--- config.mk ---
export PLATFORM = sky130hd
export DESIGN_NAME = adder_operand_driver
export DESIGN_NICKNAME = d
export VERILOG_FILES = /design/src/rtl/q17_pkg.sv /design/src/rtl/res_fifo.sv /design/src/rtl/adder_operand_driver.sv
export SDC_FILE = /design/constraint.sdc
export NUM_CORES = 1
export LEC_CHECK = 0
export ABC_CLOCK_PERIOD_IN_PS = 4200
export CORE_MARGIN = 2
export CORE_UTILIZATION = 54
export DETAILED_ROUTE_END_ITERATION = 12
export PLACE_DENSITY = 0.81
export SLEW_MARGIN = 10
export SYNTH_ARGS = -nofsm -noshare
export SYNTH_HDL_FRONTEND = slang
export SYNTH_SLANG_ARGS = --single-unit
--- constraint.sdc ---
create_clock -name CLK -period 4.2 [get_ports CLK]
set_clock_uncertainty 0.15 [all_clocks]
set_input_delay 0.63 -clock CLK [delete_from_list [all_inputs] [get_ports CLK]]
set_output_delay 0.63 -clock CLK [all_outputs]
set_load 0.01 [all_outputs]
--- src/rtl/q17_pkg.sv ---
// Shared Q1.7 fixed-point definitions for the adder operand driver: widths,
// format constants, driver FSM states and the result record.
package q17_pkg;

  localparam int DEF_WIDTH = 8;
  localparam int FRAC_BITS = 7;

  localparam logic [DEF_WIDTH-1:0] Q_MAX     = 8'h7F;
  localparam logic [DEF_WIDTH-1:0] Q_MIN     = 8'h80;
  localparam logic [DEF_WIDTH-1:0] Q_QUARTER = 8'h20;

  typedef enum logic [1:0] {
    IDLE    = 2'd0,
    WAIT    = 2'd1,
    CAPTURE = 2'd2
  } drv_state_e;

  typedef struct packed {
    logic [DEF_WIDTH-1:0] sum;
    logic                 ovf;
  } res_t;

  // Two's-complement add overflows only when both operands share a sign
  // and the result's sign differs from it.
  function automatic logic signed_ovf(input logic a_msb, input logic b_msb,
                                      input logic s_msb);
    return (a_msb == b_msb) && (s_msb != a_msb);
  endfunction

endpackage

--- src/rtl/res_fifo.sv ---
// Synchronous result FIFO with registered pointers and occupancy count.
// Storage is not reset; the head output reads as zero while empty.
module res_fifo #(
  parameter int W     = 9,
  parameter int DEPTH = 4,
  localparam int AW   = $clog2(DEPTH)
) (
  input  logic          clk,
  input  logic          rst_n,
  input  logic          push,
  input  logic [W-1:0]  din,
  input  logic          pop,
  output logic [W-1:0]  dout,
  output logic          full,
  output logic          empty,
  output logic [AW:0]   count
);

  logic [W-1:0]  mem [DEPTH];
  logic [AW-1:0] wr_q;
  logic [AW-1:0] rd_q;
  logic [AW:0]   cnt_q;
  logic          push_en;
  logic          pop_en;

  assign full    = (cnt_q == (AW+1)'(DEPTH));
  assign empty   = (cnt_q == '0);
  assign push_en = push && !full;
  assign pop_en  = pop && !empty;
  assign count   = cnt_q;
  assign dout    = empty ? '0 : mem[rd_q];

  always_ff @(posedge clk) begin
    if (push_en) begin
      mem[wr_q] <= din;
    end
  end

  // Pointers wrap naturally because DEPTH is a power of two.
  always_ff @(posedge clk or negedge rst_n) begin
    if (!rst_n) begin
      wr_q  <= '0;
      rd_q  <= '0;
      cnt_q <= '0;
    end else begin
      if (push_en) begin
        wr_q <= wr_q + 1'b1;
      end
      if (pop_en) begin
        rd_q <= rd_q + 1'b1;
      end
      case ({push_en, pop_en})
        2'b10:   cnt_q <= cnt_q + 1'b1;
        2'b01:   cnt_q <= cnt_q - 1'b1;
        default: cnt_q <= cnt_q;
      endcase
    end
  end

endmodule

--- src/rtl/adder_operand_driver.sv ---
// Feeds Q1.7 operand pairs to a registered adder, waits its latency, and
// queues {sum, overflow} results. Define ADDER_DRV_SAT_EN to saturate sums.
module adder_operand_driver
  import q17_pkg::*;
#(
  parameter int WIDTH       = DEF_WIDTH,
  parameter int ADD_LATENCY = 1,
  parameter int FIFO_DEPTH  = 4,
  localparam int CNT_W      = 3,
  localparam int FC_W       = $clog2(FIFO_DEPTH) + 1
) (
  input  logic             CLK,
  input  logic             RESET,
  input  logic             in_valid,
  output logic             in_ready,
  input  logic [WIDTH-1:0] in_a,
  input  logic [WIDTH-1:0] in_b,
  output logic [WIDTH-1:0] add_a,
  output logic [WIDTH-1:0] add_b,
  input  logic [WIDTH-1:0] add_o,
  output logic             out_valid,
  input  logic             out_ready,
  output logic [WIDTH-1:0] out_sum,
  output logic             out_ovf,
  output logic             busy,
  output logic [FC_W-1:0]  fifo_count
);

  drv_state_e              state_q;
  logic [CNT_W-1:0]        cnt_q;
  logic signed [WIDTH-1:0] add_a_q;
  logic signed [WIDTH-1:0] add_b_q;

  logic                    ovf_d;
  logic signed [WIDTH-1:0] sum_d;
  logic                    push;
  logic                    fifo_full;
  logic                    fifo_empty;
  logic [WIDTH:0]          fifo_dout;

  // Clamp to the most positive / most negative code on overflow.
  function automatic logic signed [WIDTH-1:0] sat_q17(
    input logic signed [WIDTH-1:0] raw,
    input logic                    ovf,
    input logic                    neg
  );
    if (!ovf) begin
      return raw;
    end
    return neg ? {1'b1, {(WIDTH-1){1'b0}}} : {1'b0, {(WIDTH-1){1'b1}}};
  endfunction

  assign in_ready = (state_q == IDLE) && !fifo_full;
  assign busy     = (state_q != IDLE);
  assign add_a    = add_a_q;
  assign add_b    = add_b_q;

  always_ff @(posedge CLK or negedge RESET) begin
    if (!RESET) begin
      state_q <= IDLE;
      cnt_q   <= '0;
      add_a_q <= '0;
      add_b_q <= '0;
    end else begin
      case (state_q)
        IDLE: begin
          if (in_valid && in_ready) begin
            add_a_q <= in_a;
            add_b_q <= in_b;
            cnt_q   <= CNT_W'(ADD_LATENCY - 1);
            state_q <= WAIT;
          end
        end
        WAIT: begin
          if (cnt_q == '0) begin
            state_q <= CAPTURE;
          end else begin
            cnt_q <= cnt_q - 1'b1;
          end
        end
        CAPTURE: begin
          state_q <= IDLE;
        end
        default: begin
          state_q <= IDLE;
        end
      endcase
    end
  end

  // ---- capture stage: adder output plus flag computed from held operands
  assign ovf_d = signed_ovf(add_a_q[WIDTH-1], add_b_q[WIDTH-1], add_o[WIDTH-1]);

`ifdef ADDER_DRV_SAT_EN
  assign sum_d = sat_q17(add_o, ovf_d, add_a_q[WIDTH-1]);
`else
  assign sum_d = add_o;
`endif

  // FIFO cannot be full here: IDLE only accepts with a free slot.
  assign push = (state_q == CAPTURE);

  res_fifo #(
    .W     (WIDTH + 1),
    .DEPTH (FIFO_DEPTH)
  ) u_res_fifo (
    .clk   (CLK),
    .rst_n (RESET),
    .push  (push),
    .din   ({sum_d, ovf_d}),
    .pop   (out_ready),
    .dout  (fifo_dout),
    .full  (fifo_full),
    .empty (fifo_empty),
    .count (fifo_count)
  );

  assign out_valid = !fifo_empty;
  assign out_sum   = fifo_dout[WIDTH:1];
  assign out_ovf   = fifo_dout[0];

endmodule

==> results.txt <==
worst-margin pin slew = 949 ps
Worst Hold Margin = 340 ps
max-slew violation count = 0
die area = 5570 um^2
RR Startpoint = u_res_fifo.count[2]
hold path start = cnt_q[0]
ratio of cells with drive above 1 in the final layout = 0.197
post-CTS sizing = 0
status = complete, no violations
chip height = 74.7 um
crit start category = flip-flop
fin util = 0.757
final net count = 259
Leakage = 1.39 nW
CP Class = reg -> out
# fillers = 288
pwr dens = 764 nW/um^2
Synth Area per Inst = 17.1 um^2
Net Count, Synth = 194
Core Rows = 25
number of global-route vias before repair = 1,732
Die Width = 74.7 um
I/O Buffers = 58
Max clock buf depth = 2
Setup TNS Final = 0 ps
Gate Count Post-Synth = 158
antenna-violating nets left = 0
first-pass GRT wire length = 8180 um
async set-reset flop share out of synthesis = 0.438
fin crit period = 3110 ps
Hold EP = cnt_q[0]
largest net degree at the start of global routing = 29
Final Hold Viols = 0
Hold Path Cell Cnt = 1
R2R cell count = 9
Slew HR = 0.366
postcts setup bufs = 0
Distinct cells, synth = 29
CTS tree = done
Place WS = 1420 ps
critical path peak fanout = 11
Hold WC Path Type = reg -> reg
Synth Flop Type = edfxtp_1
DRC = 0
top cells by count, synth = edfxtp_1 (36), dfrtp_1 (28), and2_1 (14)
antenna violations before repair = 0
Tcrit/Tclk final = 0.740
max-cap violations = 0
crit path DAT = 2330 ps
most frequent cell after synthesis = edfxtp_1
later-pin clock latency in the skew report = 340 ps
worst flop-to-flop path endpoint = u_res_fifo.count[2]
drt pass-1 iters = 4
placed wire-length estimate = 3640 um
f_max = 0.322 GHz
clock slew at the register clock pins of the worst setup and hold paths = 70 ps
H-tree Lvls = 3
critical path endpoint category = primary output
placed cell area = 3330 um^2
Peak VDD IR = 0.000530 V
starting density of the core = 0.567
Cell Area, Synth = 2700 um^2
top post-synthesis cells by area = edfxtp_1 (40%), dfrtp_1 (26%), mux4_2 (7.5%)
share of the synthesized area in the top cell type = 0.401
CTS Buf Count = 9
Post-synth EDFFs = 36
boundary pin count = 59
synth-to-layout area growth = 33.4%
Vias = 1,515
routed wire length = 5210 um
R2R setup slack = 1600 ps
Via density = 5.14
clock sinks = 64
1st-iter DRT viols = 125
design area = 3600 um^2
gr ovfl total = 0
Setup WS post-layout = 1090 ps
synthesized flop and latch total = 64
core area = 4750 um^2
GPL Wtd Cong = 0.790
Seq/Total Area, Yosys = 0.661
clock root buffer = clkbuf_8
hold buffers post-CTS = 0
RSZ-0062 raised after global routing = false
leading area contributor after synthesis = edfxtp_1
Final Setup Violations = 0
diode count = 0
WP data required = 3420 ps
warning count from the yosys run = 0
WL/cell = 17.6 um
gr usage total = 0.210
==> power by group <==
part	switching [mW]	total, mW	leakage [nW]	internal [mW]
logic	0.415	1.06	0.594	0.641
clock network	0.235	0.704	0.136	0.468
registers	0.142	0.988	0.663	0.846
total	0.792	2.75	1.39	1.96
==> through the flow <==
step | total power [mW] | std cells
final | 2.75 | 295
after CTS | 2.77 | 295
after detailed placement | 2.06 | 279
after floorplan | 1.59 | 158
after global routing | 2.89 | 295
after global placement | 2.00 | 279
==> layout make-up <==
| cell class | count | area [um^2] | share of cell area |
|---|---|---|---|
| clock inverter | 6 | 130 | 0.0362 |
| clock buffer | 10 | 138 | 0.0383 |
| timing repair buffer | 59 | 588 | 0.163 |
| multi-input combinational | 80 | 842 | 0.234 |
| inverter | 9 | 33.8 | 0.00939 |
| sequential | 64 | 1780 | 0.495 |
| tap | 67 | 83.8 | 0.0233 |
==> layout by cell type (no fill, tap or decap), types with 2 or more instances in the layout <==
cell type	synthesis	routed
bufinv_16	0	4
clkdlybuf4s50_1	0	58
mux2_2	9	9
and2_1	14	14
o21ai_0	2	2
ha_1	7	7
nor2_1	5	5
clkinv_2	0	2
xnor2_1	3	3
dfrtp_1	28	28
mux4_2	9	9
nand2b_1	3	3
clkbuf_8	0	10
xor2_1	3	3
o22ai_1	2	2
mux2i_1	3	3
nand2_1	3	3
mux2_4	8	8
edfxtp_1	36	36
inv_1	9	9
==> per-layer routing <==
metal,vias up,routed length (um),share of wire,track usage
met5,-,0,0,0
met3,6,274,0.053,0.0683
met4,0,74,0.014,0.0992
met1,767,2030,0.39,0.238
met2,45,2830,0.54,0.362
li1,697,-,-,-
==> cell families (layout without fill, tap and decap cells) <==
kind of cell,count (synthesis),count (layout),synth area share
flip-flops,64,64,0.661
AND/OR/NAND/NOR,32,32,0.0729
multiplexers,29,29,0.168
buffers and inverters,14,84,0.0269
adder cells (fa/ha/maj),8,8,0.0399
XOR/XNOR,6,6,0.0195
AO/OA/AOI/OAI,5,5,0.0116
==> critical path: stages, from the launching register on <==
cell and delay (ps):
dfrtp_1 760, mux4_2 590, and2_1 170, clkdlybuf4s50_1 470
==> state kept, by name, indices dropped and copies added (netlist names) <==
| register | flops |
|---|---|
| add_a | 8 |
| add_b | 8 |
| cnt_q | 3 |
| state_q | 2 |
| u_res_fifo.count | 3 |
| u_res_fifo.mem | 36 |
| u_res_fifo.rd_q | 2 |
| u_res_fifo.wr_q | 2 |
==> how the worst max path moves through the flow <==
stage | cells past startpoint | endpoint | startpoint
after floorplan | 9 | u_res_fifo.count[2] | u_res_fifo.count[2]
after global placement | 3 | out_sum[4] | u_res_fifo.rd_q[0]
after detailed placement | 3 | out_ovf | u_res_fifo.rd_q[0]
after CTS | 3 | out_ovf | u_res_fifo.rd_q[0]
after global routing | 3 | out_ovf | u_res_fifo.rd_q[0]
final | 3 | out_ovf | u_res_fifo.rd_q[0]
Power figures use the tool's default switching activity.
